===== src/rtl/store_lane_packer.sv =====
// ----------------------------------------------------------------------------
// store_lane_packer
//   Store-side data path between the MEM-stage controller and data RAM.
//   Narrows a 32-bit register value to a byte, halfword or word store.
//   Places the bytes on their little-endian lanes with matching byte enables.
//   Runs the req/ack write handshake with data memory.
//
// Ports
//   CLK        in   rising-edge system clock
//   Reset      in   synchronous, active-high; forces IDLE and clears outputs
//   start      in   1-cycle launch pulse, only honoured in IDLE
//   StoreSize  in   00 word, 01 half, 10 byte, 11 reserved (behaves as word)
//   addr       in   byte address of the store
//   wdata_in   in   register data (byte in [7:0], half in [15:0])
//   mem_addr   out  word-aligned address of the current beat
//   mem_wdata  out  lane-aligned write data, unenabled lanes are zero
//   mem_be     out  byte enables, bit k covers bits [8k+7:8k]
//   mem_we     out  write request, held until mem_ack
//   mem_ack    in   memory accepted the current beat this cycle
//   busy       out  high from the cycle after start through the done cycle
//   done       out  1-cycle completion pulse
//   misalign   out  qualifies done: store was aborted, nothing written
//
// Build option
//   STORE_SPLIT_EN  when defined, misaligned halfword/word stores complete
//                   (one or two beats) instead of faulting.
// ----------------------------------------------------------------------------
module store_lane_packer #(
   parameter int ADDR_W = 32
) (
   input  logic              CLK,
   input  logic              Reset,
   input  logic              start,
   input  logic [1:0]        StoreSize,
   input  logic [ADDR_W-1:0] addr,
   input  logic [31:0]       wdata_in,
   output logic [ADDR_W-1:0] mem_addr,
   output logic [31:0]       mem_wdata,
   output logic [3:0]        mem_be,
   output logic              mem_we,
   input  logic              mem_ack,
   output logic              busy,
   output logic              done,
   output logic              misalign
);

`ifdef STORE_SPLIT_EN
   localparam bit SPLIT_EN = 1'b1;
`else
   localparam bit SPLIT_EN = 1'b0;
`endif

   typedef enum logic [2:0] {
      S_IDLE  = 3'd0,
      S_WR1   = 3'd1,
      S_WR2   = 3'd2,
      S_DONE  = 3'd3,
      S_FAULT = 3'd4
   } state_t;

   state_t state_q, state_d;

   // Second beat is captured at launch so later input changes cannot leak in.
   logic [ADDR_W-1:0] b2_addr_q, b2_addr_d;
   logic [31:0]       b2_data_q, b2_data_d;
   logic [3:0]        b2_be_q, b2_be_d;
   logic              two_beat_q, two_beat_d;

   logic [ADDR_W-1:0] mem_addr_q, mem_addr_d;
   logic [31:0]       mem_wdata_q, mem_wdata_d;
   logic [3:0]        mem_be_q, mem_be_d;
   logic              mem_we_q, mem_we_d;
   logic              busy_q, busy_d;
   logic              done_q, done_d;
   logic              misalign_q, misalign_d;

   // Lane placement of the incoming request
   logic [1:0]        lane_ofs;
   logic [31:0]       size_data;
   logic [3:0]        size_be;
   logic              aligned;
   logic [63:0]       wide_data;
   logic [7:0]        wide_be;
   logic [ADDR_W-1:0] base_addr;
   logic [ADDR_W-1:0] next_addr;
   logic              fault;

   always_comb begin
      lane_ofs = addr[1:0];
      case (StoreSize)
         2'b10: begin
            size_data = {24'd0, wdata_in[7:0]};
            size_be   = 4'b0001;
            aligned   = 1'b1;
         end
         2'b01: begin
            size_data = {16'd0, wdata_in[15:0]};
            size_be   = 4'b0011;
            aligned   = ~lane_ofs[0];
         end
         default: begin
            size_data = wdata_in;
            size_be   = 4'b1111;
            aligned   = (lane_ofs == 2'b00);
         end
      endcase
      // Shifting into a double-width window: the low half is beat 1 and
      // whatever spills over the word boundary is beat 2.
      wide_data = {32'd0, size_data} << {lane_ofs, 3'b000};
      wide_be   = {4'd0, size_be} << lane_ofs;
      base_addr = {addr[ADDR_W-1:2], 2'b00};
      next_addr = base_addr + ADDR_W'(4);   // wraps to 0 past the top
      fault     = SPLIT_EN ? 1'b0 : ~aligned;
   end

   always_comb begin
      state_d     = state_q;
      b2_addr_d   = b2_addr_q;
      b2_data_d   = b2_data_q;
      b2_be_d     = b2_be_q;
      two_beat_d  = two_beat_q;
      mem_addr_d  = mem_addr_q;
      mem_wdata_d = mem_wdata_q;
      mem_be_d    = mem_be_q;
      mem_we_d    = mem_we_q;
      busy_d      = busy_q;
      done_d      = 1'b0;
      misalign_d  = 1'b0;

      case (state_q)
         S_IDLE: begin
            if (start) begin
               busy_d     = 1'b1;
               b2_addr_d  = next_addr;
               b2_data_d  = wide_data[63:32];
               b2_be_d    = wide_be[7:4];
               two_beat_d = |wide_be[7:4];
               if (fault) begin
                  state_d    = S_FAULT;
                  done_d     = 1'b1;
                  misalign_d = 1'b1;
               end else begin
                  state_d     = S_WR1;
                  mem_we_d    = 1'b1;
                  mem_addr_d  = base_addr;
                  mem_wdata_d = wide_data[31:0];
                  mem_be_d    = wide_be[3:0];
               end
            end
         end
         S_WR1: begin
            if (mem_ack) begin
               if (two_beat_q) begin
                  state_d     = S_WR2;
                  mem_addr_d  = b2_addr_q;
                  mem_wdata_d = b2_data_q;
                  mem_be_d    = b2_be_q;
               end else begin
                  state_d     = S_DONE;
                  done_d      = 1'b1;
                  mem_we_d    = 1'b0;
                  mem_addr_d  = '0;
                  mem_wdata_d = '0;
                  mem_be_d    = '0;
               end
            end
         end
         S_WR2: begin
            if (mem_ack) begin
               state_d     = S_DONE;
               done_d      = 1'b1;
               mem_we_d    = 1'b0;
               mem_addr_d  = '0;
               mem_wdata_d = '0;
               mem_be_d    = '0;
            end
         end
         S_DONE, S_FAULT: begin
            state_d = S_IDLE;
            busy_d  = 1'b0;
         end
         default: begin
            state_d = S_IDLE;
            busy_d  = 1'b0;
         end
      endcase
   end

   always_ff @(posedge CLK) begin
      if (Reset) begin
         state_q     <= S_IDLE;
         b2_addr_q   <= '0;
         b2_data_q   <= '0;
         b2_be_q     <= '0;
         two_beat_q  <= 1'b0;
         mem_addr_q  <= '0;
         mem_wdata_q <= '0;
         mem_be_q    <= '0;
         mem_we_q    <= 1'b0;
         busy_q      <= 1'b0;
         done_q      <= 1'b0;
         misalign_q  <= 1'b0;
      end else begin
         state_q     <= state_d;
         b2_addr_q   <= b2_addr_d;
         b2_data_q   <= b2_data_d;
         b2_be_q     <= b2_be_d;
         two_beat_q  <= two_beat_d;
         mem_addr_q  <= mem_addr_d;
         mem_wdata_q <= mem_wdata_d;
         mem_be_q    <= mem_be_d;
         mem_we_q    <= mem_we_d;
         busy_q      <= busy_d;
         done_q      <= done_d;
         misalign_q  <= misalign_d;
      end
   end

   assign mem_addr  = mem_addr_q;
   assign mem_wdata = mem_wdata_q;
   assign mem_be    = mem_be_q;
   assign mem_we    = mem_we_q;
   assign busy      = busy_q;
   assign done      = done_q;
   assign misalign  = misalign_q;

endmodule

===== config.mk =====
export PLATFORM = sky130hd
export DESIGN_NAME = store_lane_packer
export DESIGN_NICKNAME = d
export VERILOG_FILES = /design/src/rtl/store_lane_packer.sv
export SDC_FILE = /design/constraint.sdc
export NUM_CORES = 1
export LEC_CHECK = 0
export ABC_AREA = 1
export ABC_CLOCK_PERIOD_IN_PS = 3900
export BUFFER_PORTS_ARGS = -buffer_cell sky130_fd_sc_hd__buf_4
export CORE_MARGIN = 4
export CORE_UTILIZATION = 62
export CTS_BUF_LIST = sky130_fd_sc_hd__clkbuf_2 sky130_fd_sc_hd__clkbuf_4 sky130_fd_sc_hd__clkbuf_8
export CTS_CLUSTER_DIAMETER = 50
export CTS_CLUSTER_SIZE = 12
export DETAILED_ROUTE_END_ITERATION = 10
export PLACE_DENSITY = 0.87
export SYNTH_ARGS = -nofsm -noshare
export SYNTH_HDL_FRONTEND = slang
export SYNTH_SLANG_ARGS = --single-unit

===== constraint.sdc =====
create_clock -name CLK -period 3.9 [get_ports CLK]
set_input_delay 1.17 -clock CLK [delete_from_list [all_inputs] [get_ports CLK]]
set_output_delay 1.17 -clock CLK [all_outputs]
set_load 0.005 [all_outputs]

# Word level (Yosys, flattened, before mapping)
# Cells that the tools add are included.
totals:
  regBits: 144
  inputBits: 70
  out_inout_bits: 72
  elab_cells: 78
op_classes:
  n_addsub: 1
  eq_ne: 9
  shifts: 2
  n_mux: 40
  bitwise_logic: 3
  n_reduce_logical: 11
ops:
  columns: ["op", "n"]
  rows:
  - ["32-bit 2-to-1 mux", 9]
  - ["32-bit one-hot mux with 3 select lines", 2]
  - ["32-bit one-hot mux with 2 select lines", 1]
  - ["32-bit by 5-bit << shifter with 64-bit output", 1]
  - ["32-bit by 3-bit adder with 32-bit output (second input constant)", 1]
  - ["4-bit 2-to-1 mux", 5]
  - ["1-bit 2-to-1 mux", 12]
  - ["3-bit 2-to-1 mux", 4]
  - ["4-bit one-hot mux with 3 select lines", 1]
  - ["2-bit inequality test (second input constant)", 5]
  - ["3-bit one-hot mux with 3 select lines", 1]
  - ["4-bit one-hot mux with 2 select lines", 1]
  - ["4-bit by 2-bit << shifter with 8-bit output", 1]
  - ["1-bit one-hot mux with 3 select lines", 2]
  - ["6-bit AND reduction", 1]
  - ["5-bit AND reduction", 1]
  - ["1-bit one-hot mux with 2 select lines", 2]
  - ["2-bit AND reduction", 2]
  - ["2-bit OR reduction", 2]
  - ["4-bit OR reduction", 1]
  - ["3-bit by 1-bit equality test with 1-bit output (second input constant)", 1]
  - ["3-bit by 2-bit equality test with 1-bit output (second input constant)", 1]
  - ["3-bit zero test", 1]
  - ["1-bit inverter", 3]
  - ["other kinds (5)", 5]

# Depth between registers and ports, before layout
# Gate-level depths: netlist of the first run.
depth:
  ltp_word: 6
  ltp_mapped: 12
  ltp_nobuf: 11

# Least setup slack after synthesis of the first run
# Ideal clock, no wire load.
synth_timing:
  path_kind: "input-to-reg"
  from: "input port StoreSize[0]"
  to: "register mem_addr_q[10], in the netlist mem_addr[10]"
  arrival_time_ns: 2.374
  required_ns: 3.787
  slack_ns: 1.414
  stages: 10
  path_buffers: 2
  cell_sequence: "inv_1 -> ha_1 -> inv_1 -> nand2_1 -> nand3_1 -> nand3_2 -> buf_6 -> buf_2 -> nor2_1 -> nor2_1"
synth_between:
  elab_chain_len: 4
  word_cells_on_any_way: 5
  classes_between: "3 x eq/ne; 1 x mux; 1 x reduce/logical"
synth_rtl:
  columns: ["item", "line", "text"]
  rows:
  - ["start, declared", "34", "input logic [1:0] StoreSize,"]
  - ["2-bit by 1-bit equality test with 1-bit output / 2-bit equality test (equally long branches)", "90", "case (StoreSize)"]
  - ["1-bit one-hot mux with 2 select lines *", "90", null]
  - ["2-bit inequality test (no line) *", null, null]
  - ["5-bit AND reduction (no line) *", null, null]
  - ["end signal, assigned", "209", "mem_addr_q <= mem_addr_d;"]
  - ["end, declared", "69", "logic [ADDR_W-1:0] mem_addr_q, mem_addr_d;"]
# Every way passes the cells marked *; elsewhere a longest branch is shown, timed or not.
# A chain may end at the register's enable or synchronous reset.

# Worst setup path after layout of the first run
layout_timing:
  from: "input port StoreSize[0]"
  to: "register mem_wdata_q[16], in the netlist mem_wdata[16]"
layout_between:
  elab_chain_len: 6
  word_cells_on_any_way: 10
  classes_between: "3 x eq/ne; 1 x shift; 5 x mux; 1 x reduce/logical"
layout_rtl:
  columns: ["item", "line", "text"]
  rows:
  - ["2-bit by 1-bit equality test with 1-bit output / 2-bit equality test (equally long branches)", "90", null]
  - ["32-bit one-hot mux with 2 select lines", "90", null]
  - ["32-bit by 5-bit << shifter with 64-bit output", "109", "wide_data = {32'd0, size_data} << {lane_ofs, 3'b000};"]
  - ["32-bit 2-to-1 mux", "138", "if (fault) begin"]
  - ["32-bit 2-to-1 mux", "132", "if (start) begin"]
  - ["32-bit one-hot mux with 3 select lines", "130", "case (state_q)"]
  - ["end signal, assigned", "210", "mem_wdata_q <= mem_wdata_d;"]
  - ["end, declared", "70", "logic [31:0] mem_wdata_q, mem_wdata_d;"]
# Parallel ways exist; a longest one is shown, timed or not. The select of a mux whose other input is x is not followed.

==> results by group, run 1 <==
Clock network
  – Inserted Clock Buffers: 17
  – Clock Root Buffer: clkbuf_8
  – Clock latency on the worst-skew pair: 0.45 ns
  – CTS sink count: 131
  – Max clock buf depth: 2
  – H-tree depth: 4
  – Post-CTS resize count: 0
  – CTS tree: done
  – Hold_buf cts: 0
  – Post-CTS setup buffer count: 0
  – Worst-path clk slew: 0.07 ns

Global routing
  – Met3 Track Usage GR: 0.08860
  – Largest net degree at the start of global routing: 54
  – Busiest grt layer: met2
  – Global-route wire length before repair: 34.60 mm
  – Vias in the first global route: 7,127
  – GRT overflow: 0
  – GR Util met1: 0.4464
  – GR Util All Layers: 0.3234
  – Met2 Resource Use GR: 0.4828
  – Initial antenna violation count: 0

Power
  – Static Leakage: 4.552 nW
  – Sw power: 1.616 mW
  – PD cells: 530.2 nW/µm²
  – Internal power: 3.034 mW
  – Comb power frac: 0.342
  – Net Sw Frac: 0.3475
  – Total Power: 4.650 mW
  – Peak supply drop: 0.4325 mV
  – Clock power share: 0.284
  – Reg power frac: 0.374

Status
  – Outcome: complete, no violations

Floorplan
  – Initial Utilization: 0.6366
  – Die H: 116.5 µm
  – I/O pin cnt: 142
  – Die Wd: 116.5 µm
  – Area of the die: 13,570 µm²
  – Core Rows: 39
  – Core box area: 11,470 µm²

Synthesis
  – #FFs+latches synth: 131
  – Synth Warn #: 0
  – Mux cell area share after synthesis: 0
  – Post-Synth Adder-Cell Area: 0.006856
  – Syn Inst Count: 1,229
  – Synth Area in Compound Gates: 0.1109
  – Syn Std Cell Area: 7300 µm²
  – Yosys cell types: 29
  – Post-Synth XOR/XNOR Area: 0.005999
  – Syn Area/Cell: 5.939 µm²
  – Post-Synth Simple-Gate Area: 0.3817
  – Sequential share of the synthesized area: 0.3593
  – Largest family of logic cells by synthesized area: simple AND/OR/NAND/NOR gates

Critical path
  – WP data required: 4.25 ns
  – CP startpoint: StoreSize[0]
  – Crit path DAT: 3.17 ns
  – Worst Path Max Fanout: 27
  – Most used cell, CP: nand2_1
  – Setup crit end kind: register
  – Crit path largest cell delay: 0.58 ns
  – Worst-path cell chain: buf_4 > inv_1 > ha_1 > inv_1 > nand2_1 > nand3_1 > nand3_4 > buf_4 > nand2_1 > nand2_1 > nor2_1
  – RR Startpoint: state_q[1]
  – Startpoint types: input pin
  – Slowest stage cell on the critical path: ha_1
  – Reg2Reg Depth: 8
  – Crit Path Class: input pin to register

Cells and area
  – Total Nets Final: 1,411
  – Antenna cells: 0
  – Synth-to-Final Area Change: 20.14%
  – Commonest non-fill, non-tap cell in the layout: nand2_1
  – Design Area, Final: 8770 µm²
  – Layout cells sized above 1: 0.1453
  – Most frequent cells in the layout: 384 x nand2_1, 203 x nor2_1, 170 x inv_1
  – Final Util: 0.7648

Route
  – DRT Pass-1 Iters: 7
  – Total number of vias: 8,002
  – Post-DR wirelength/cell: 14.55 µm
  – Vias per inst: 5.363
  – Initial DRC count: 1,272
  – Detailed Route WL: 21.72 mm
  – # DRC: 0
  – Remaining antenna violation count: 0

Timing
  – Minimum clock period: 2.825 ns
  – Slew Viols, Final: 0
  – Max Fclk: 0.3540 GHz
  – Worst slew pin tran: 0.8905 ns
  – Final Hold Violating Endpoints: 0
  – Finish-stage setup viols: 0
  – RSZ-0062 raised after global routing: no
  – Final Cycle Share: 0.7242
  – Slew HR: 0.4057
  – Fin worst setup slack: 1.075 ns
  – Fin Clk Skew: 0.008019 ns
  – Setup_tns: 0 ns

Place
  – Routability congestion estimate: 1.009
  – Place WS: 0.6531 ns
  – Post-DP HPWL: 15.01 mm
  – Port Buffers: 139
  – Placed inst area: 8318 µm²

Worst hold path
  – Worst min-delay path class: register to register
  – Hold Crit Depth: 2
  – Hold_sp: busy

Run
  – Max-cap violations: 0
[registers in the layout, indices dropped and copies added (netlist names)]
| register | flops |
|---|---|
| mem_wdata | 32 |
| b2_addr_q | 30 |
| mem_addr | 30 |
| b2_data_q | 24 |
| mem_be | 4 |
| b2_be_q | 3 |
| state_q | 3 |
| busy | 1 |
| done | 1 |
| mem_we | 1 |
| misalign | 1 |
| two_beat_q | 1 |
[metrics by stage]
| step | std cells | hold WS (ns) |
|---|---|---|
| after floorplan | 1230 | 0.4246 |
| after global placement | 1461 | 0.4331 |
| after detailed placement | 1461 | 0.4411 |
| after CTS | 1492 | 0.4514 |
| after global routing | 1492 | 0.4836 |
| final | 1492 | 0.4583 |
[final timing paths]
kind                        end  slack [ns]
setup reg to reg  mem_wdata[30]        1.52
hold reg to reg            busy        0.46
hold / removal             busy        0.46
setup / recovery  mem_wdata[16]        1.08
[power groups by stage]
| stage | registers [mW] | logic [mW] | clock network (mW) |
|---|---|---|---|
| 6_report | 1.74 | 1.59 | 1.32 |
| 5_1_grt | 1.76 | 1.81 | 1.38 |
| 4_1_cts | 1.74 | 1.58 | 1.32 |
| 3_5_place_dp | 1.76 | 1.56 | 0 |
| 3_3_place_gp | 1.76 | 1.53 | 0 |
| 2_1_floorplan | 1.76 | 0.981 | 0 |
[synthesized netlist by cell type]
master    count  area share
nand3_1      91       0.062
inv_1       170       0.087
buf_1         4      0.0021
a211oi_1      1      0.0010
a31oi_1       4      0.0034
o22ai_1      19       0.016
buf_2        27       0.019
o211a_1       1      0.0014
buf_4         5      0.0051
nor3_1        6      0.0041
nor2_1      203        0.10
o211ai_1      5      0.0051
xor2_1        5      0.0060
nor2_2        5      0.0043
a21oi_1      67       0.046
or2_2         1     0.00086
o21ai_1       8      0.0055
clkbuf_1     21       0.011
conb_1        1     0.00051
nand2_2       2      0.0017
nand3_2       1      0.0014
dfxtp_1     131        0.36
o21ai_0      44       0.030
buf_6         5      0.0077
inv_2         6      0.0031
ha_1          4      0.0069
nand4_1       6      0.0051
nand2_1     384        0.20
a22oi_1       2      0.0021
[cell type report]
| type | count | area [µm²] |
|---|---|---|
| Timing Repair Buffer | 150 | 1151 |
| Clock inverter | 10 | 181.4 |
| Inverter | 176 | 660.6 |
| Tap cell | 143 | 178.9 |
| Multi-Input combinational cell | 861 | 3705 |
| Clock buffer | 21 | 270.3 |
| Fill cell | 924 | 2698 |
| Sequential cell | 131 | 2623 |
[worst max-delay path: cells and delay by family]
family	cells	cell delay, ns
adder cells (fa/ha/maj)	1	0.58
buffers and inverters	4	0.59
AND/OR/NAND/NOR	6	0.81
[routing by layer]
metal  part of all wire  wire, µm
met2               0.44      9497
met5                  0         0
met3               0.11      2451
met4              0.026       569
met1               0.42      9199
[kinds of logic (layout without fill, tap and decap cells)]
kind of cell,Yosys count,count (layout)
and+or+nand+nor,699,699
buffers and inverters,238,357
AOI/OAI and AO/OA,151,151
DFF,131,131
xor gates and xnor gates,5,5
adders and majority gates,4,4
other,1,2
Power figures use the tool's default switching activity.
==> run 2: changes to the inputs <==
--- a/config.mk
+++ b/config.mk
@@ -6,15 +6,15 @@
 export NUM_CORES = 1
 export LEC_CHECK = 0
 export ABC_AREA = 1
-export ABC_CLOCK_PERIOD_IN_PS = 3900
+export ABC_CLOCK_PERIOD_IN_PS = 2280
 export BUFFER_PORTS_ARGS = -buffer_cell sky130_fd_sc_hd__buf_4
 export CORE_MARGIN = 4
-export CORE_UTILIZATION = 62
+export CORE_UTILIZATION = 52
 export CTS_BUF_LIST = sky130_fd_sc_hd__clkbuf_2 sky130_fd_sc_hd__clkbuf_4 sky130_fd_sc_hd__clkbuf_8
 export CTS_CLUSTER_DIAMETER = 50
 export CTS_CLUSTER_SIZE = 12
 export DETAILED_ROUTE_END_ITERATION = 10
-export PLACE_DENSITY = 0.87
+export PLACE_DENSITY = 0.78
 export SYNTH_ARGS = -nofsm -noshare
 export SYNTH_HDL_FRONTEND = slang
 export SYNTH_SLANG_ARGS = --single-unit
==> constraint.sdc (replaced) <==
create_clock -name CLK -period 2.28 [get_ports CLK]
set_input_delay 0.684 -clock CLK [delete_from_list [all_inputs] [get_ports CLK]]
set_output_delay 0.684 -clock CLK [all_outputs]
set_load 0.005 [all_outputs]
==> results by group, run 2 (synthesis gave the netlist of run 1 again) <==
Cells and area
  – Commonest non-fill, non-tap cell in the layout: nand2_1
  – Most frequent cells in the layout: 384 x nand2_1, 203 x nor2_1, 170 x inv_1
  – Largest register FFs: 32 (unchanged)
  – Layout cells sized above 1: 0.1602 (+0.01494)
  – Antenna cells: 0 (unchanged)
  – Total Nets Final: 1,434 (+1.6%)
  – Synth-to-Final Area Change: 22.49%
  – Design Area, Final: 8941 µm² (+2.0%)

Critical path
  – Worst-path cell chain: buf_4 > inv_1 > ha_1 > inv_1 > nand2_1 > buf_12 > nand3_1 > o21ai_0 > nand2_1 > nand3_1 > nor2_1 > nor2_1
  – Worst reg2reg setup slack: 0.43 ns (-1.09 ns)
  – Crit Path Class: input pin to register
  – Setup crit end kind: register
  – Buf+Inv Stages, Crit Path: 4 (unchanged)
  – Crit path DAT: 2.24 ns (-0.93 ns)
  – Crit path largest cell delay: 0.34 ns (-0.24 ns)
  – WP data required: 2.62 ns (-1.63 ns)
  – Worst Path Max Fanout: 16 (-41%)
  – Slowest stage cell on the critical path: ha_1
  – Startpoint types: input pin
  – Worst path top cell family by delay: simple AND/OR/NAND/NOR gates

Clock network
  – Inserted Clock Buffers: 17 (unchanged)
  – CTS tree: done
  – Max clock buf depth: 2 (unchanged)
  – Hold_buf cts: 0 (unchanged)
  – H-tree depth: 4 (unchanged)
  – Clock Root Buffer: clkbuf_8
  – Clock latency on the worst-skew pair: 0.45 ns (about the same)
  – CTS sink count: 131 (unchanged)
  – Post-CTS resize count: 0 (unchanged)
  – Post-CTS setup buffer count: 0 (unchanged)
  – Worst-path clk slew: 0.08 ns (about the same)

Power
  – Peak supply drop: 0.6122 mV (+42%)
  – Static Leakage: 4.636 nW (+1.8%)
  – Internal power: 4.765 mW (+57%)
  – Net Sw Frac: 0.3655 (+0.01798)
  – Sw power: 2.745 mW (+70%)
  – Reg power frac: 0.396 (+0.022)
  – Clock power share: 0.235 (-0.049)
  – Total Power: 7.510 mW (+62%)
  – Comb power frac: 0.369 (+0.027)
  – PD cells: 839.9 nW/µm² (+58%)

Floorplan
  – Initial Utilization: 0.5279 (-0.1086)
  – Die Wd: 126.5 µm (+8.6%)
  – Die H: 126.5 µm (+8.6%)
  – Core box area: 13,830 µm² (+21%)
  – I/O pin cnt: 142 (unchanged)
  – Area of the die: 16,000 µm² (+18%)
  – Core Rows: 43 (+10%)

Route
  – Post-DR wirelength/cell: 13.62 µm (-6.4%)
  – Vias per inst: 5.030 (-6.2%)
  – Total number of vias: 7,811 (-2.4%)
  – DRT Pass-1 Iters: 5 (-2)
  – # DRC: 0 (unchanged)
  – Remaining antenna violation count: 0 (unchanged)
  – Detailed Route WL: 21.15 mm (-2.6%)
  – Initial DRC count: 873 (-31%)

Global routing
  – Initial antenna violation count: 0 (unchanged)
  – Vias in the first global route: 6,915 (-3.0%)
  – GRT overflow: 0 (unchanged)
  – Global-route wire length before repair: 33.87 mm (-2.1%)
  – GR Util All Layers: 0.2603 (-0.06318)
  – Largest net degree at the start of global routing: 59 (+9.3%)

Timing
  – Worst hold slack: 0.4505 ns (-0.007720 ns)
  – Final Hold Violating Endpoints: 0 (unchanged)
  – RSZ-0062 raised after global routing: no
  – Setup_tns: 0 ns (unchanged)
  – Finish-stage setup viols: 0 (unchanged)
  – Final Cycle Share: 0.8335
  – Max Fclk: 0.5262 GHz
  – Fin Clk Skew: 0.01159 ns (+0.003570 ns)
  – Slew HR: 0.4244 (+0.01865)
  – Minimum clock period: 1.900 ns
  – Worst slew pin tran: 0.8625 ns (-0.02794 ns)
  – Slew Viols, Final: 0 (unchanged)

Run
  – Max-cap violations: 0 (unchanged)

Place
  – Port Buffers: 139 (unchanged)
  – Post-DP HPWL: 15.32 mm (+2.0%)
  – Placed inst area: 8587 µm² (+3.2%)
  – Routability congestion estimate: 0.9200 (-8.9%)

Status
  – Outcome: complete, no violations

Worst hold path
  – Worst min-delay path class: register to register
run 2: cell type report:
class                      instances  area (µm²)
fill                            1310        4886
multi-input combinational        861        3705
sequential                       131        2623
timing repair buffer             173        1374
inverter                         176       660.6
clock buffer                      23       297.8
tap                              180       225.2
clock inverter                     9       56.30
run 2: tightest hold or removal path, stage by stage (launching register included):
cell and delay, ns:
dfxtp_1 0.30, inv_1 0.05, a21oi_1 0.05
run 2: path summary, 6_finish.rpt:
path	start	cells past startpoint	endpoint
worst max-delay path	StoreSize[0]	12	mem_wdata[17]
worst min-delay path	b2_addr_q[3]	2	b2_addr_q[3]
worst max register to register	state_q[1]	7	mem_addr[22]
worst min register to register	b2_addr_q[3]	2	b2_addr_q[3]
run 2: metrics by stage:
| step | cells | utilization | setup WS [ns] |
|---|---|---|---|
| after global placement | 1521 | 0.6210 | 0.05290 |
| after detailed placement | 1521 | 0.6210 | 0.02278 |
| after CTS | 1553 | 0.6466 | 0.4311 |
| after global routing | 1553 | 0.6466 | 0.2938 |
| after floorplan | 1230 | - | 0.2797 |
| final | 1553 | 0.6466 | 0.3797 |
run 2: power by group through the flow:
| stage | combinational [mW] | sequential [mW] | clock, mW |
|---|---|---|---|
| floorplan | 1.68 | 3.01 | 0 |
| global placement | 2.70 | 3.02 | 0 |
| detailed placement | 2.74 | 3.02 | 0 |
| CTS | 2.76 | 2.98 | 1.80 |
| global route | 3.11 | 3.03 | 1.92 |
| finish | 2.77 | 2.98 | 1.77 |
run 2: layer usage:
metal | track usage | up-vias | share of wire
li1 | - | 4041 | -
met1 | 0.3649 | 3411 | 0.45
met2 | 0.3879 | 325 | 0.44
met3 | 0.07158 | 34 | 0.091
met4 | 0.08644 | 0 | 0.017
met5 | 0 | - | 0
